==> src/rtl/bus_cycle_ctrl.sv <==
// Z80 bus cycle sequencer: turns an accepted machine-cycle request into T-state
// pin activity (T1/T2/TW/T3/T4), captures read data and arbitrates bus requests.
module bus_cycle_ctrl (
    input  logic        clk,
    input  logic        nreset,
    input  logic        req_valid,
    input  logic [2:0]  req_type,
    output logic        req_ready,
    input  logic [15:0] addr_in,
    input  logic [15:0] rfsh_addr,
    input  logic [7:0]  dout_in,
    output logic [7:0]  din_out,
    output logic        done,
    output logic [15:0] A,
    output logic [7:0]  D_out,
    output logic        d_oe,
    input  logic [7:0]  D_in,
    output logic        pin_oe,
    output logic        nM1,
    output logic        nMREQ,
    output logic        nIORQ,
    output logic        nRD,
    output logic        nWR,
    output logic        nRFSH,
    input  logic        nWAIT,
    input  logic        nBUSRQ,
    output logic        nBUSACK
);

    localparam int unsigned AW = 16;
    localparam int unsigned DW = 8;
    localparam int unsigned TW_BITS = 3;

    localparam logic [TW_BITS-1:0] TYP_FETCH = TW_BITS'(0);
    localparam logic [TW_BITS-1:0] TYP_MEMRD = TW_BITS'(1);
    localparam logic [TW_BITS-1:0] TYP_MEMWR = TW_BITS'(2);
    localparam logic [TW_BITS-1:0] TYP_IORD  = TW_BITS'(3);
    localparam logic [TW_BITS-1:0] TYP_IOWR  = TW_BITS'(4);

    typedef enum logic [2:0] {
        S_IDLE, S_T1, S_T2, S_TW, S_T3, S_T4, S_BUSACK
    } state_t;

    typedef struct packed {
        logic [TW_BITS-1:0] typ;
        logic [AW-1:0]      addr;
        logic [DW-1:0]      data;
    } cyc_t;

    state_t state_q, state_nx;
    cyc_t   cyc_q, cyc_nx;
    logic   is_final;
    logic   is_fetch_q;
    logic   is_io_q;
    logic   can_accept;

    logic [AW-1:0] a_nx;
    logic [DW-1:0] d_out_nx;
    logic [DW-1:0] din_nx;
    logic          d_oe_nx, pin_oe_nx, nbusack_nx, done_nx;
    logic          nm1_nx, nmreq_nx, niorq_nx, nrd_nx, nwr_nx, nrfsh_nx;
    logic          is_wr_nx;

    assign is_fetch_q = (cyc_q.typ == TYP_FETCH);
    assign is_io_q    = (cyc_q.typ == TYP_IORD) || (cyc_q.typ == TYP_IOWR);
    assign is_final   = (state_q == S_T4) || ((state_q == S_T3) && !is_fetch_q);
    assign can_accept = (state_q == S_IDLE) || is_final;
    assign req_ready  = can_accept && nBUSRQ;

    // Next state and next latched request
    always_comb begin
        state_nx = state_q;
        cyc_nx   = cyc_q;
        if (can_accept) begin
            state_nx = S_IDLE;
            if (!nBUSRQ) begin
                state_nx = S_BUSACK;
            end else if (req_valid && (req_type <= TYP_IOWR)) begin
                state_nx    = S_T1;
                cyc_nx.typ  = req_type;
                cyc_nx.addr = addr_in;
                cyc_nx.data = dout_in;
            end
        end else begin
            unique case (state_q)
                S_T1:     state_nx = S_T2;
                S_T2:     state_nx = (!nWAIT || is_io_q) ? S_TW : S_T3;
                S_TW:     state_nx = (!nWAIT) ? S_TW : S_T3;
                S_T3:     state_nx = S_T4;
                S_BUSACK: state_nx = nBUSRQ ? S_IDLE : S_BUSACK;
                default:  state_nx = S_IDLE;
            endcase
        end
    end

    // Pin values for the state being entered
    always_comb begin
        a_nx       = A;
        d_out_nx   = D_out;
        d_oe_nx    = 1'b0;
        pin_oe_nx  = 1'b1;
        nbusack_nx = 1'b1;
        nm1_nx     = 1'b1;
        nmreq_nx   = 1'b1;
        niorq_nx   = 1'b1;
        nrd_nx     = 1'b1;
        nwr_nx     = 1'b1;
        nrfsh_nx   = 1'b1;
        is_wr_nx   = (cyc_nx.typ == TYP_MEMWR) || (cyc_nx.typ == TYP_IOWR);

        unique case (state_nx)
            S_T1: begin
                a_nx = cyc_nx.addr;
                unique case (cyc_nx.typ)
                    TYP_FETCH: begin nm1_nx = 1'b0; nmreq_nx = 1'b0; nrd_nx = 1'b0; end
                    TYP_MEMRD: begin nmreq_nx = 1'b0; nrd_nx = 1'b0; end
                    TYP_MEMWR: nmreq_nx = 1'b0;
                    default: ;
                endcase
            end
            S_T2, S_TW, S_T3: begin
                if ((state_nx == S_T3) && (cyc_nx.typ == TYP_FETCH)) begin
                    a_nx     = rfsh_addr;
                    nmreq_nx = 1'b0;
                    nrfsh_nx = 1'b0;
                end else begin
                    a_nx = cyc_nx.addr;
                    unique case (cyc_nx.typ)
                        TYP_FETCH: begin nm1_nx = 1'b0; nmreq_nx = 1'b0; nrd_nx = 1'b0; end
                        TYP_MEMRD: begin nmreq_nx = 1'b0; nrd_nx = 1'b0; end
                        TYP_MEMWR: begin nmreq_nx = 1'b0; nwr_nx = 1'b0; end
                        TYP_IORD:  begin niorq_nx = 1'b0; nrd_nx = 1'b0; end
                        TYP_IOWR:  begin niorq_nx = 1'b0; nwr_nx = 1'b0; end
                        default: ;
                    endcase
                end
            end
            S_T4: begin
                a_nx     = rfsh_addr;
                nmreq_nx = 1'b0;
                nrfsh_nx = 1'b0;
            end
            S_BUSACK: begin
                pin_oe_nx  = 1'b0;
                nbusack_nx = 1'b0;
            end
            default: ;
        endcase

        if (is_wr_nx && ((state_nx == S_T1) || (state_nx == S_T2) ||
                         (state_nx == S_TW) || (state_nx == S_T3))) begin
            d_oe_nx  = 1'b1;
            d_out_nx = cyc_nx.data;
        end
    end

    // Read capture: fetch samples entering T3, other reads sample leaving T3
    always_comb begin
        din_nx  = din_out;
        done_nx = is_final;
        if (is_fetch_q && ((state_q == S_T2) || (state_q == S_TW)) && (state_nx == S_T3)) begin
            din_nx = D_in;
        end
        if ((state_q == S_T3) && ((cyc_q.typ == TYP_MEMRD) || (cyc_q.typ == TYP_IORD))) begin
            din_nx = D_in;
        end
    end

    always_ff @(posedge clk or negedge nreset) begin
        if (!nreset) begin
            state_q <= S_IDLE;
            cyc_q   <= '0;
        end else begin
            state_q <= state_nx;
            cyc_q   <= cyc_nx;
        end
    end

    always_ff @(posedge clk or negedge nreset) begin
        if (!nreset) begin
            A       <= '0;
            D_out   <= '0;
            d_oe    <= 1'b0;
            pin_oe  <= 1'b1;
            nBUSACK <= 1'b1;
            nM1     <= 1'b1;
            nMREQ   <= 1'b1;
            nIORQ   <= 1'b1;
            nRD     <= 1'b1;
            nWR     <= 1'b1;
            nRFSH   <= 1'b1;
            din_out <= '0;
            done    <= 1'b0;
        end else begin
            A       <= a_nx;
            D_out   <= d_out_nx;
            d_oe    <= d_oe_nx;
            pin_oe  <= pin_oe_nx;
            nBUSACK <= nbusack_nx;
            nM1     <= nm1_nx;
            nMREQ   <= nmreq_nx;
            nIORQ   <= niorq_nx;
            nRD     <= nrd_nx;
            nWR     <= nwr_nx;
            nRFSH   <= nrfsh_nx;
            din_out <= din_nx;
            done    <= done_nx;
        end
    end

endmodule

==> config.mk <==
export PLATFORM = sky130hd
export DESIGN_NAME = bus_cycle_ctrl
export DESIGN_NICKNAME = d
export VERILOG_FILES = /design/src/rtl/bus_cycle_ctrl.sv
export SDC_FILE = /design/constraint.sdc
export NUM_CORES = 1
export LEC_CHECK = 0
export BUFFER_PORTS_ARGS = -buffer_cell sky130_fd_sc_hd__buf_2
export CAP_MARGIN = 20
export CELL_PAD_IN_SITES_DETAIL_PLACEMENT = 0
export CELL_PAD_IN_SITES_GLOBAL_PLACEMENT = 1
export CORE_MARGIN = 2
export CORE_UTILIZATION = 44
export CTS_CLUSTER_SIZE = 10
export DETAILED_ROUTE_END_ITERATION = 7
export GPL_ROUTABILITY_DRIVEN = 0
export PLACE_DENSITY_LB_ADDON = 0.1
export SYNTH_ARGS = -nofsm -noshare
export SYNTH_HDL_FRONTEND = slang
export SYNTH_SLANG_ARGS = --single-unit
==> constraint.sdc <==
create_clock -name clk -period 6.2 [get_ports clk]
set_input_delay 0.31 -clock clk [delete_from_list [all_inputs] [get_ports clk]]
set_output_delay 0.31 -clock clk [all_outputs]
set_load 0.03 [all_outputs]
; Word level (Yosys, flattened, before mapping)
; Index checks and enable logic that the tools add are counted.
[op_classes]
magnitude_cmp = 1
n_eq_ne = 19
mux = 34
reduce_logical = 31
[ops]
columns = op, count
row1 = 27-bit two-way mux, 3
row2 = 16-bit one-hot mux with 3 select lines, 1
row3 = "3-bit equality test, second input constant", 8
row4 = "3-bit by 2-bit equality test with 1-bit output, second input constant", 7
row5 = 1-bit two-way mux, 17
row6 = 16-bit two-way mux, 1
row7 = 8-bit two-way mux, 2
row8 = 3-bit two-way mux, 5
row9 = 3-bit one-hot mux with 5 select lines, 1
row10 = "3-bit by 1-bit equality test with 1-bit output, second input constant", 4
row11 = 1-bit logical OR, 10
row12 = 3-bit zero test, 3
row13 = 3-bit OR reduction, 3
row14 = 1-bit logical AND, 8
row15 = 1-bit one-hot mux with 2 select lines, 3
row16 = 2-bit OR reduction, 3
row17 = "3-bit <= comparator, second input constant", 1
row18 = 1-bit one-hot mux with 3 select lines, 1
row19 = 3-bit nonzero test, 1
row20 = 1-bit zero test, 2
row21 = 2-bit nonzero test, 1
[word_totals]
register_bits = 71
in_bits = 56
out_inout_bits = 43
elab_cells = 101

; Longest topological paths before layout
; Gate-level depths: netlist of the first run.
[depth]
word_depth = 12
ltp_mapped = 10
ltp_nobuf = 6

; Worst setup path after synthesis of the first run
; No wires, ideal clock.
[synth_timing]
path_type = register to register
startpoint = register state_q[2]
endpoint = register A[0]
setup_time_ns = 0.125
t_arrival_ns = 2.537
required_time_ns = 6.075
setup_slack_ns = 3.538
stages_incl_launch_ff = 9
n_path_buf = 2
period_less_slack_ns = 2.662
cell_sequence = dfrtp_1 -> nor2b_1 -> a2111oi_4 -> and2_1 -> buf_6 -> buf_6 -> mux2_4 -> mux2_2 -> mux2_2
[synth_lines]
columns = element, line
row1 = "start, declared", 50  ; state_t state_q, state_nx;
row2 = "start signal, assigned", 174  ; state_q <= state_nx;
row3 = "end signal, assigned", 195  ; A <= a_nx;
row4 = "end, declared", 14  ; output logic [15:0] A,

; Worst setup path after layout of the first run
[layout_timing]
startpoint = register state_q[0]
endpoint = register A[11]
[layout_via]
elab_chain_cells = 9
word_cells_on_any_way = 24
classes_between = eq/ne (11) / mux (5) / reduce/logical (8)
[layout_lines]
columns = element
row1 = branches (longest 9 deep; another with 16-bit two-way mux)
; Several ways; the timed one is not identified.
; A chain may end at the register's enable or synchronous reset.

==> results of run 1 <==
-- layout make-up --
type / count / area [sq um]
Fill cell: 655 / 3232
Multi-Input combinational cell: 143 / 1394
Inverter: 3 / 11.26
Sequential cell: 71 / 1785
Clock buffer: 12 / 155.1
Clock inverter: 4 / 53.80
Timing Repair Buffer: 99 / 498.0
Tap cell: 99 / 123.9
-- sequential cells by signal, indices dropped and copies added, names as in the netlist --
register	flops
A	16
D_out	8
cyc_q	27
d_oe	1
din_out	8
done	1
nBUSACK	1
nIORQ	1
nM1	1
nMREQ	1
nRD	1
nRFSH	1
nWR	1
state_q	3
-- cells in the mapped netlist (all sizes together), types with 2 or more instances --
library cell,number,area (sq um)
and3b,2,17.52
nor2,10,37.54
nand3,3,15.01
xnor2,2,17.52
dfrtp,64,1602
buf,13,103.8
inv,3,11.26
nor2b,2,12.51
and2,3,18.77
mux2,75,923.4
nand2b,2,12.51
a21oi,5,28.78
o31ai,3,22.52
o21ai,8,43.79
nor3,5,46.30
nand3b,2,15.01
nand2,5,18.77
mux2i,2,32.53
dfstp,7,183.9
-- cells by family (layout without fill, tap and decap cells) --
logic type | count (synthesis) | after routing | synth area share
muxes | 77 | 77 | 0.2903
AOI/OAI and AO/OA | 24 | 24 | 0.05434
DFF | 71 | 71 | 0.5422
buffers and inverters | 16 | 118 | 0.03495
and+or+nand+nor | 40 | 40 | 0.07295
xor gates and xnor gates | 2 | 2 | 0.005320
-- routing by layer --
metal	track usage	wire, um
met1	0.2160	2893
met2	0.2587	3086
met3	0.06511	523
met4	0.05769	73
met5	0	0
-- worst max-delay path: stages (launching register included) --
cell and delay [ns]:
sky130_fd_sc_hd__dfrtp_1 0.51, sky130_fd_sc_hd__nor2b_1 0.22, sky130_fd_sc_hd__a2111oi_4 0.38, sky130_fd_sc_hd__and2_2 0.83, sky130_fd_sc_hd__nor3_2 0.12, sky130_fd_sc_hd__mux2i_4 0.67
sky130_fd_sc_hd__mux2_2 0.41
-- how the worst max path moves through the flow --
stage                from    end  slack, ns
3_5_place_dp   state_q[0]  A[10]       2.91
6_report       state_q[0]  A[11]       2.92
5_1_grt        state_q[0]  A[12]       2.74
3_3_place_gp   state_q[0]  A[13]       2.95
2_1_floorplan  state_q[2]   A[0]       3.54
4_1_cts        state_q[0]  A[11]       2.90
-- per-stage QoR --
step,power (mW),hold WS (ns)
finish,2.414,0.1512
global route,2.569,0.1853
CTS,2.439,0.1819
detailed placement,2.053,0.4757
global placement,2.033,0.4754
floorplan,1.802,0.01441
-- power by group --
group          internal, mW  switching [mW]
sequential            0.705           0.128
combinational         0.558           0.644
clock                 0.209           0.171
==> results.sh, run 1 <==
export IMPL_final_instance_count_excl_fill=431
export IMPL_achievable_frequency_ghz=0.3052
export IMPL_criticalPathCategory="reg -> reg"
export IMPL_post_place_cells=415
export IMPL_netlist_instances=230
export IMPL_setup_repair_after_global_routing_missed_its_margin="no"
export IMPL_detailroute_via_count=2124
export IMPL_final_cell_mix="sky130_fd_sc_hd__buf_2, sky130_fd_sc_hd__dfrtp_1, sky130_fd_sc_hd__mux2_2, sky130_fd_sc_hd__mux2_4, sky130_fd_sc_hd__clkbuf_8"
export IMPL_async_reset_ff_frac=1.000
export IMPL_hpwl_mm=4.610
export IMPL_clk_transition_reported_paths_ns=0.07
export IMPL_skew_ns=0.009121
export IMPL_worstRegToRegCells=6
export IMPL_timing_final_crit_share=0.5284
export IMPL_vdd_ir_drop_worst_mv=0.2747
export IMPL_layout_commonest_cell="sky130_fd_sc_hd__buf_2"
export IMPL_die_y_um=90.51
export IMPL_route_final_wire_length_mm=6.577
export IMPL_grt_remaining_overflow=0
export IMPL_grt_total_usage=0.1676
export IMPL_nets=383
export IMPL_ctsRootBufferMaster="sky130_fd_sc_hd__clkbuf_8"
export IMPL_detail_route_first_pass_iterations=6
export IMPL_finalSetupViolations=0
export IMPL_first_global_vias=2194
export IMPL_p_leak_nw=1.903
export IMPL_final_max_slew_violation_count=0
export IMPL_critical_path_arrival_ns=3.50
export IMPL_detailed_router_s_first_iteration_violation_count=49
export IMPL_synth_nets=286
export IMPL_layout_min_cycle_time_ns=3.276
export IMPL_clock_sinks=71
export IMPL_drt_antenna_violating_nets=0
export IMPL_worst_slew_pin_slew_ns=0.9388
export IMPL_placed_standard_cell_area_sq_um=3812
export IMPL_critical_path_peak_fanout=33
export IMPL_fin_tns_setup_ns=0
export IMPL_power_per_cell_area_nw_per_um2=600.4
export IMPL_post_route_cells_drive_above_1_share=0.6084
export IMPL_numCtsBuffers=9
export IMPL_required_worst_endpoint_ns=6.43
export IMPL_drt_wirelength_per_cell_um=15.26
export IMPL_max_cap_violations=0
export IMPL_port_buffers=98
export IMPL_post_synth_instance_area_sq_um=3293
export IMPL_io_pins=99
export IMPL_cts_hold_buffers=0
export IMPL_worstReg2RegStart="state_q[0]"
export IMPL_final_core_util=0.5544
export IMPL_endpoint_kind="flop"
export IMPL_cts_tree="built"
export IMPL_grt_antenna_before_repair=0
export IMPL_routed_via_density=4.928
export IMPL_die_width_um=90.51
export IMPL_grt_pass1_wl_mm=10.72
export IMPL_design_area_sq_um=4021
export IMPL_clk_latency_ns=0.34
export IMPL_hold_viol_final=0
export IMPL_placement_setup_worst_slack_ns=2.910
export IMPL_slew_limit_headroom=0.3740
export IMPL_setup_ws_ns=2.924
export IMPL_postCtsResizedCells=0
export IMPL_synthesis_yosys_warnings=0
export IMPL_core_area_sq_um=7253
export IMPL_synth_edf_count=0
export IMPL_timing_critical_path_from_type="flop"
export IMPL_outcome="finished clean"
export IMPL_grt_start_max_net_pins=72
export IMPL_num_rows=31
export IMPL_worstHoldPathType="in -> async"
export IMPL_ys_dominant_reg_cell="sky130_fd_sc_hd__dfrtp_1"
export IMPL_starting_density_of_the_core=0.4540
export IMPL_area_growth_syn_to_layout_pct=22.11
export IMPL_antenna_cells=0
export IMPL_yosys_register_bits=71
export IMPL_rrSetupSlack_ns=2.92
export IMPL_cts_repair_timing_setup_buffer_count=0
export IMPL_h_tree_lvl_count=3
export IMPL_clock_path_buffers=2
export IMPL_r2r_end="A[11]"
export IMPL_syn_avg_cell_area_sq_um=14.32
export IMPL_fp_dieArea_sq_um=8192
export IMPL_yosysUniqueCellTypes=44
export IMPL_synth_seq_area_share=0.5422
export IMPL_drc_errors=0
Power figures use the tool's default switching activity.
==> inputs of run 2 (changes only) <==
Settings changed: ABC_AREA from default to 1, CORE_UTILIZATION 44 to 35.
Clock period 6.2 ns to 3 ns, I/O delays scaled along.
==> run 2 against run 1 <==
  * Utilization shrank 12 points
  * Flip-flop and latch count is the same
  * Clock skew shrank 0.0025 ns
  * Critical endpoint unchanged
  * Largest power group unchanged
==> results.sh, run 2 <==
export IMPL_worstReg2RegStart="cyc_q[26]"
export IMPL_finalSetupViolations=0
export IMPL_drt_wirelength_per_cell_um=15.08
export IMPL_synth_top_area_cells="sky130_fd_sc_hd__dfrtp_1, sky130_fd_sc_hd__nand2_1, sky130_fd_sc_hd__nand3_1"
export IMPL_critPathMostFrequentCell="sky130_fd_sc_hd__nand2_4"
export IMPL_synth_top_area_share=0.4100
export IMPL_drc_errors=0
export IMPL_crit_cells=10
export IMPL_grt_pass1_wl_mm=17.56
export IMPL_fp_dieArea_sq_um=12020
export IMPL_antenna_cells=0
export IMPL_yosysUniqueCellTypes=32
export IMPL_final_max_slew_violation_count=0
export IMPL_worstHoldPathType="in -> reg"
export IMPL_grt_total_usage=0.1935
export IMPL_detail_route_first_pass_iterations=4
export IMPL_r2r_end="A[11]"
export IMPL_crit_chain="inv_2 > nand3_2 > nand2_2 > nand2_4 > nand2_4 > nand2_4 > nand3_4 > nand2_4 > nor2_1 > a21oi_1"
export IMPL_timing_critical_path_max_delay_family="simple AND/OR/NAND/NOR gates"
export IMPL_total_power_mw=6.072
export IMPL_outcome="finished clean"
export IMPL_numCtsBuffers=9
export IMPL_timing_critical_path_from_type="flop"
export IMPL_synth_seq_area_share=0.4571
export IMPL_first_global_vias=3452
export IMPL_power_per_cell_area_nw_per_um2=1276
export IMPL_regArea_sq_um=1785
export IMPL_starting_density_of_the_core=0.3588
export IMPL_synthesis_yosys_warnings=0
export IMPL_design_area_sq_um=4757
export IMPL_achievable_frequency_ghz=0.4035
export IMPL_switching_share=0.4992
export IMPL_critical_path_peak_fanout=28
export IMPL_detailroute_via_count=3418
export IMPL_synth_edf_count=0
export IMPL_stage_delay_of_the_slowest_cell_on_the_critical_path_ns=0.49
export IMPL_worstRegToRegCells=10
export IMPL_cts_hold_buffers=3
export IMPL_cp_startpoint="cyc_q[26]"
export IMPL_critPathBufInv=1
export IMPL_hpwl_mm=7.042
export IMPL_power_frac_seq=0.269
export IMPL_cts_tree="built"
export IMPL_p_switching_mw=3.031
export IMPL_yosys_register_bits=71
export IMPL_clk_latency_ns=0.36
export IMPL_yosys_cell_count_top_type="sky130_fd_sc_hd__nand2_1"
export IMPL_grt_start_max_net_pins=72
export IMPL_ys_dominant_reg_cell="sky130_fd_sc_hd__dfrtp_1"
export IMPL_synth_nets=524
export IMPL_nets=624
export IMPL_grt_remaining_overflow=0
export IMPL_routed_via_density=4.794
export IMPL_number_of_fill_cells=1121
export IMPL_h_tree_lvl_count=3
export IMPL_timing_final_crit_share=0.8261
export IMPL_cp_max_delay_cell="sky130_fd_sc_hd__dfrtp_1"
export IMPL_syn_avg_cell_area_sq_um=8.347
export IMPL_layout_min_cycle_time_ns=2.478
export IMPL_route_final_wire_length_mm=10.75
export IMPL_io_pins=99
export IMPL_final_cell_mix="sky130_fd_sc_hd__nand2_1, sky130_fd_sc_hd__buf_2, sky130_fd_sc_hd__dfrtp_1, sky130_fd_sc_hd__inv_1, sky130_fd_sc_hd__nand3_1"
export IMPL_setup_repair_after_global_routing_missed_its_margin="no"
export IMPL_async_reset_ff_frac=1.000
export IMPL_largest_reg_flops=27
export IMPL_clock_path_buffers=2
export IMPL_clk_transition_reported_paths_ns=0.08
export IMPL_yosysTopAreaCell="sky130_fd_sc_hd__dfrtp_1"
export IMPL_fin_tns_setup_ns=0
export IMPL_max_cap_violations=0
export IMPL_p_leak_nw=2.430
export IMPL_grt_antenna_before_repair=0
export IMPL_worst_setup_path_endpoint="A[11]"
export IMPL_criticalPathCategory="reg -> reg"
export IMPL_power_share_clock=0.148
export IMPL_vdd_ir_drop_worst_mv=0.4402
export IMPL_whs_ns=0.02077
export IMPL_core_area_sq_um=10890
export IMPL_placed_standard_cell_area_sq_um=4496
export IMPL_worst_slew_pin_slew_ns=0.9395
export IMPL_drt_antenna_violating_nets=0
export IMPL_synth_cells_most_frequent="sky130_fd_sc_hd__nand2_1, sky130_fd_sc_hd__dfrtp_1, sky130_fd_sc_hd__inv_1, sky130_fd_sc_hd__nand3_1, sky130_fd_sc_hd__nor2_1"
export IMPL_multi_input_area_sq_um=1783
export IMPL_detailed_router_s_first_iteration_violation_count=159
export IMPL_post_route_cells_drive_above_1_share=0.3141
export IMPL_slew_limit_headroom=0.3737
export IMPL_endpoint_kind="flop"
export IMPL_netlist_instances=468
export IMPL_required_worst_endpoint_ns=3.27
export IMPL_internal_power_consumption_mw=3.041
export IMPL_power_share_combinational=0.583
export IMPL_layout_commonest_cell="sky130_fd_sc_hd__nand2_1"
export IMPL_critical_path_arrival_ns=2.75
export IMPL_die_y_um=109.6
export IMPL_area_growth_syn_to_layout_pct=21.78
export IMPL_postCtsResizedCells=0
export IMPL_rrSetupSlack_ns=0.52
export IMPL_layout_top_registers="cyc_q (27), A (16)"
export IMPL_hold_viol_final=0
export IMPL_post_synth_instance_area_sq_um=3906
export IMPL_port_buffers=98
export IMPL_top_register="cyc_q"
export IMPL_ctsRootBufferMaster="sky130_fd_sc_hd__clkbuf_8"
export IMPL_clock_sinks=71
export IMPL_die_width_um=109.6
export IMPL_cts_repair_timing_setup_buffer_count=0
export IMPL_skew_ns=0.006647
export IMPL_num_rows=38
[run 2: cell types whose count changed in the layout (fill, tap and decap cells not counted), sizes merged, moves of 3 or more]
cell         before  now
nor2             10   26
o211ai            1   16
nand3b            2   16
nor3              5    0
a21oi             5   17
nand2             5  149
nand4             0   20
buf              99  105
nand3             3   46
mux2             75    8
inv               3   53
dlygate4sd3       0    3
and2              3   16
[run 2: cell type report]
cell class                      count  share of cell area
Clock inverter                      5             0.01683
Multi-Input combinational cell    323              0.3748
Tap cell                          140             0.03682
Clock buffer                       11             0.03183
Inverter                           55             0.04340
Sequential cell                    71              0.3753
Timing Repair Buffer              108              0.1210
[run 2: worst min path at each step]
stage | from | to | cells past startpoint
floorplan | nreset | A[0] | 0
global placement | nreset | din_out[7] | 1
detailed placement | nreset | din_out[7] | 1
CTS | dout_in[6] | cyc_q[6] | 3
global route | D_in[4] | din_out[4] | 2
finish | dout_in[2] | cyc_q[2] | 3
[run 2: routing by layer]
metal	GRT usage	wire length (um)	up-vias
met2	0.2989	5003	87
li1	-	-	1720
met4	0.09132	172	0
met5	0	0	-
met3	0.03082	511	14
met1	0.2646	5062	1597
[run 2: logic make-up (layout without fill, tap and decap cells)]
kind of cell	after synthesis	after routing	synth area share
DFF	71	71	0.4571
buffers and inverters	74	179	0.08648
and+or+nand+nor	274	274	0.3559
AOI/OAI and AO/OA	41	41	0.07752
muxes	8	8	0.02306
[run 2: per-stage QoR]
step	utilization	setup slack, ns	cells
6_report	0.4369	0.5217	713
5_1_grt	0.4369	0.3261	713
4_1_cts	0.4369	0.4845	713
3_5_place_dp	0.4129	0.5203	694
3_3_place_gp	0.4129	0.6520	694
2_1_floorplan	-	1.148	468
[run 2: worst reg2reg max path: cells and delay by family (launching register included)]
kind | cells | cell delay, ns
AO/OA/AOI/OAI | 1 | 0.14
buffers and inverters | 1 | 0.09
flip-flops | 1 | 0.49
AND/OR/NAND/NOR | 8 | 1.68
[run 2: power groups by stage]
stage / Clock [mW] / Combinational [mW] / Sequential [mW]
global route: 0.972 / 3.95 / 1.69
CTS: 0.925 / 3.59 / 1.64
finish: 0.896 / 3.54 / 1.63
floorplan: 0 / 2.25 / 2.13
global placement: 0 / 3.54 / 1.64
detailed placement: 0 / 3.57 / 1.66
==> inputs of run 3 (changes only) <==
Settings changed: ABC_AREA 1 to 0, CORE_UTILIZATION 35 to 41.
Clock period 3 ns to 2.3 ns, I/O delays scaled along.
==> run 3 against run 2 <==
  * Clock power up 15%
  * Via count down 32%
  * Critical path depth down 1
  * Global-route usage down 2.0 points
  * Sequential power up 35%
  * Final cell count down 32%
  * First-iteration DRC count down 67%
  * Maximum frequency up 9.5%
  * Cell area down 1.3%
  * Largest power group unchanged
  * Highest routed layer unchanged
==> results.sh, run 3 (synthesized netlist as in run 1, its figures left out) <==
export IMPL_num_rows=32
export IMPL_setup_ws_ns=0.03645
export IMPL_critical_path_arrival_ns=2.50
export IMPL_cts_tree="built"
export IMPL_layout_min_cycle_time_ns=2.264
export IMPL_io_pins=99
export IMPL_worst_slew_pin_slew_ns=0.8806
export IMPL_drt_antenna_violating_nets=0
export IMPL_crit_chain="buf_4 > and3b_2 > o21ai_1 > nand3_1 > a21oi_4 > mux2i_4 > buf_12 > buf_12 > mux2_2"
export IMPL_min_path_cells=2
export IMPL_outcome="finished clean"
export IMPL_total_power_mw=7.589
export IMPL_vdd_ir_drop_worst_mv=0.8280
export IMPL_grt_total_usage=0.1738
export IMPL_starting_density_of_the_core=0.4240
export IMPL_timing_critical_path_max_delay_family="multiplexers"
export IMPL_stage_delay_of_the_slowest_cell_on_the_critical_path_ns=0.40
export IMPL_numCtsBuffers=9
export IMPL_clk_transition_reported_paths_ns=0.08
export IMPL_grt_antenna_before_repair=0
export IMPL_hpwl_mm=5.033
export IMPL_area_growth_syn_to_layout_pct=42.59
export IMPL_die_width_um=93.62
export IMPL_final_max_slew_violation_count=0
export IMPL_power_per_cell_area_nw_per_um2=1616
export IMPL_final_cell_mix="sky130_fd_sc_hd__buf_2, sky130_fd_sc_hd__dfrtp_1, sky130_fd_sc_hd__mux2_4, sky130_fd_sc_hd__mux2_2, sky130_fd_sc_hd__buf_4"
export IMPL_worstHoldPathType="in -> reg"
export IMPL_endpoint_kind="flop"
export IMPL_grt_pass1_wl_mm=11.53
export IMPL_achievable_frequency_ghz=0.4418
export IMPL_design_area_sq_um=4696
export IMPL_placement_setup_worst_slack_ns=-0.005058
export IMPL_fp_dieArea_sq_um=8765
export IMPL_layout_commonest_cell="sky130_fd_sc_hd__buf_2"
export IMPL_post_place_cells=446
export IMPL_port_buffers=98
export IMPL_detail_route_first_pass_iterations=4
export IMPL_crit_cells=9
export IMPL_finalSetupViolations=0
export IMPL_timing_critical_path_from_type="flop"
export IMPL_clock_sinks=71
export IMPL_fin_tns_setup_ns=0
export IMPL_ctsRootBufferMaster="sky130_fd_sc_hd__clkbuf_8"
export IMPL_critical_path_peak_fanout=8
export IMPL_timing_final_crit_share=0.9842
export IMPL_placed_standard_cell_area_sq_um=4159
export IMPL_routed_via_density=4.818
export IMPL_final_instance_count_excl_fill=483
export IMPL_clk_latency_ns=0.35
export IMPL_first_global_vias=2304
export IMPL_criticalPathCategory="reg -> reg"
export IMPL_grt_remaining_overflow=0
export IMPL_final_core_util=0.6045
export IMPL_detailed_router_s_first_iteration_violation_count=52
export IMPL_drc_errors=0
export IMPL_worstRegToRegCells=9
export IMPL_critPathMostFrequentCell="sky130_fd_sc_hd__buf_12"
export IMPL_nets=432
export IMPL_post_route_cells_drive_above_1_share=0.6667
export IMPL_layout_top_registers="cyc_q (27), A (16)"
export IMPL_p_leak_nw=2.291
export IMPL_max_cap_violations=0
export IMPL_skew_ns=0.01030
export IMPL_cp_max_delay_cell="sky130_fd_sc_hd__dfrtp_2"
export IMPL_grt_start_max_net_pins=72
export IMPL_largest_reg_flops=27
export IMPL_hold_viol_final=0
export IMPL_antenna_cells=0
export IMPL_critPathBufInv=3
export IMPL_route_final_wire_length_mm=7.493
export IMPL_slew_limit_headroom=0.4129
export IMPL_whs_ns=0.01278
export IMPL_detailroute_via_count=2327
export IMPL_required_worst_endpoint_ns=2.53
export IMPL_die_y_um=93.62
export IMPL_setup_repair_after_global_routing_missed_its_margin="yes"
export IMPL_clock_path_buffers=2
export IMPL_core_area_sq_um=7767
export IMPL_top_register="cyc_q"
export IMPL_h_tree_lvl_count=3
export IMPL_drt_wirelength_per_cell_um=15.51
## run 3: repair_timing
action,4_1_cts,5_1_grt
setup buffers,0,3
hold buffers,9,6
endpoints found under the hold margin,72,6
gates resized for setup,1,22
pin swaps,1,6
setup endpoints to repair,4,25
gates cloned,0,3
## run 3: path summary, 6_finish.rpt
check,slack [ns],end,startpoint
worst min register to register,0.49,cyc_q[12],cyc_q[12]
worst min-delay path,0.01,din_out[7],D_in[7]
worst max-delay path,0.04,A[14],state_q[2]
max in group asynchronous,1.24,cyc_q[25],nreset
worst max register to register,0.04,A[14],state_q[2]
min in group asynchronous,0.41,d_oe,nreset
## run 3: report_power, final
part / leakage [nW] / internal (mW) / total (mW) / switching, mW
clock: 0.0989 / 0.534 / 1.03 / 0.494
combinational: 1.35 / 2.28 / 4.36 / 2.08
sequential: 0.844 / 1.91 / 2.20 / 0.292
total: 2.29 / 4.72 / 7.59 / 2.87
## run 3: layer usage
metal / track usage / vias up / part of all wire
met5: 0 / - / 0
met3: 0.04915 / 7 / 0.062
met2: 0.2614 / 71 / 0.48
met1: 0.2363 / 1136 / 0.45
met4: 0.07246 / 0 / 0.014
li1: - / 1113 / -
## run 3: area by class of cell
type,instances,area [sq um]
well taps,102,127.6
inverters,3,11.26
clock buffers,10,137.6
repair buffers,148,1012
fillers,648,3072
multi-input cells,143,1549
flip-flops and latches,71,1790
clock inverters,6,67.56
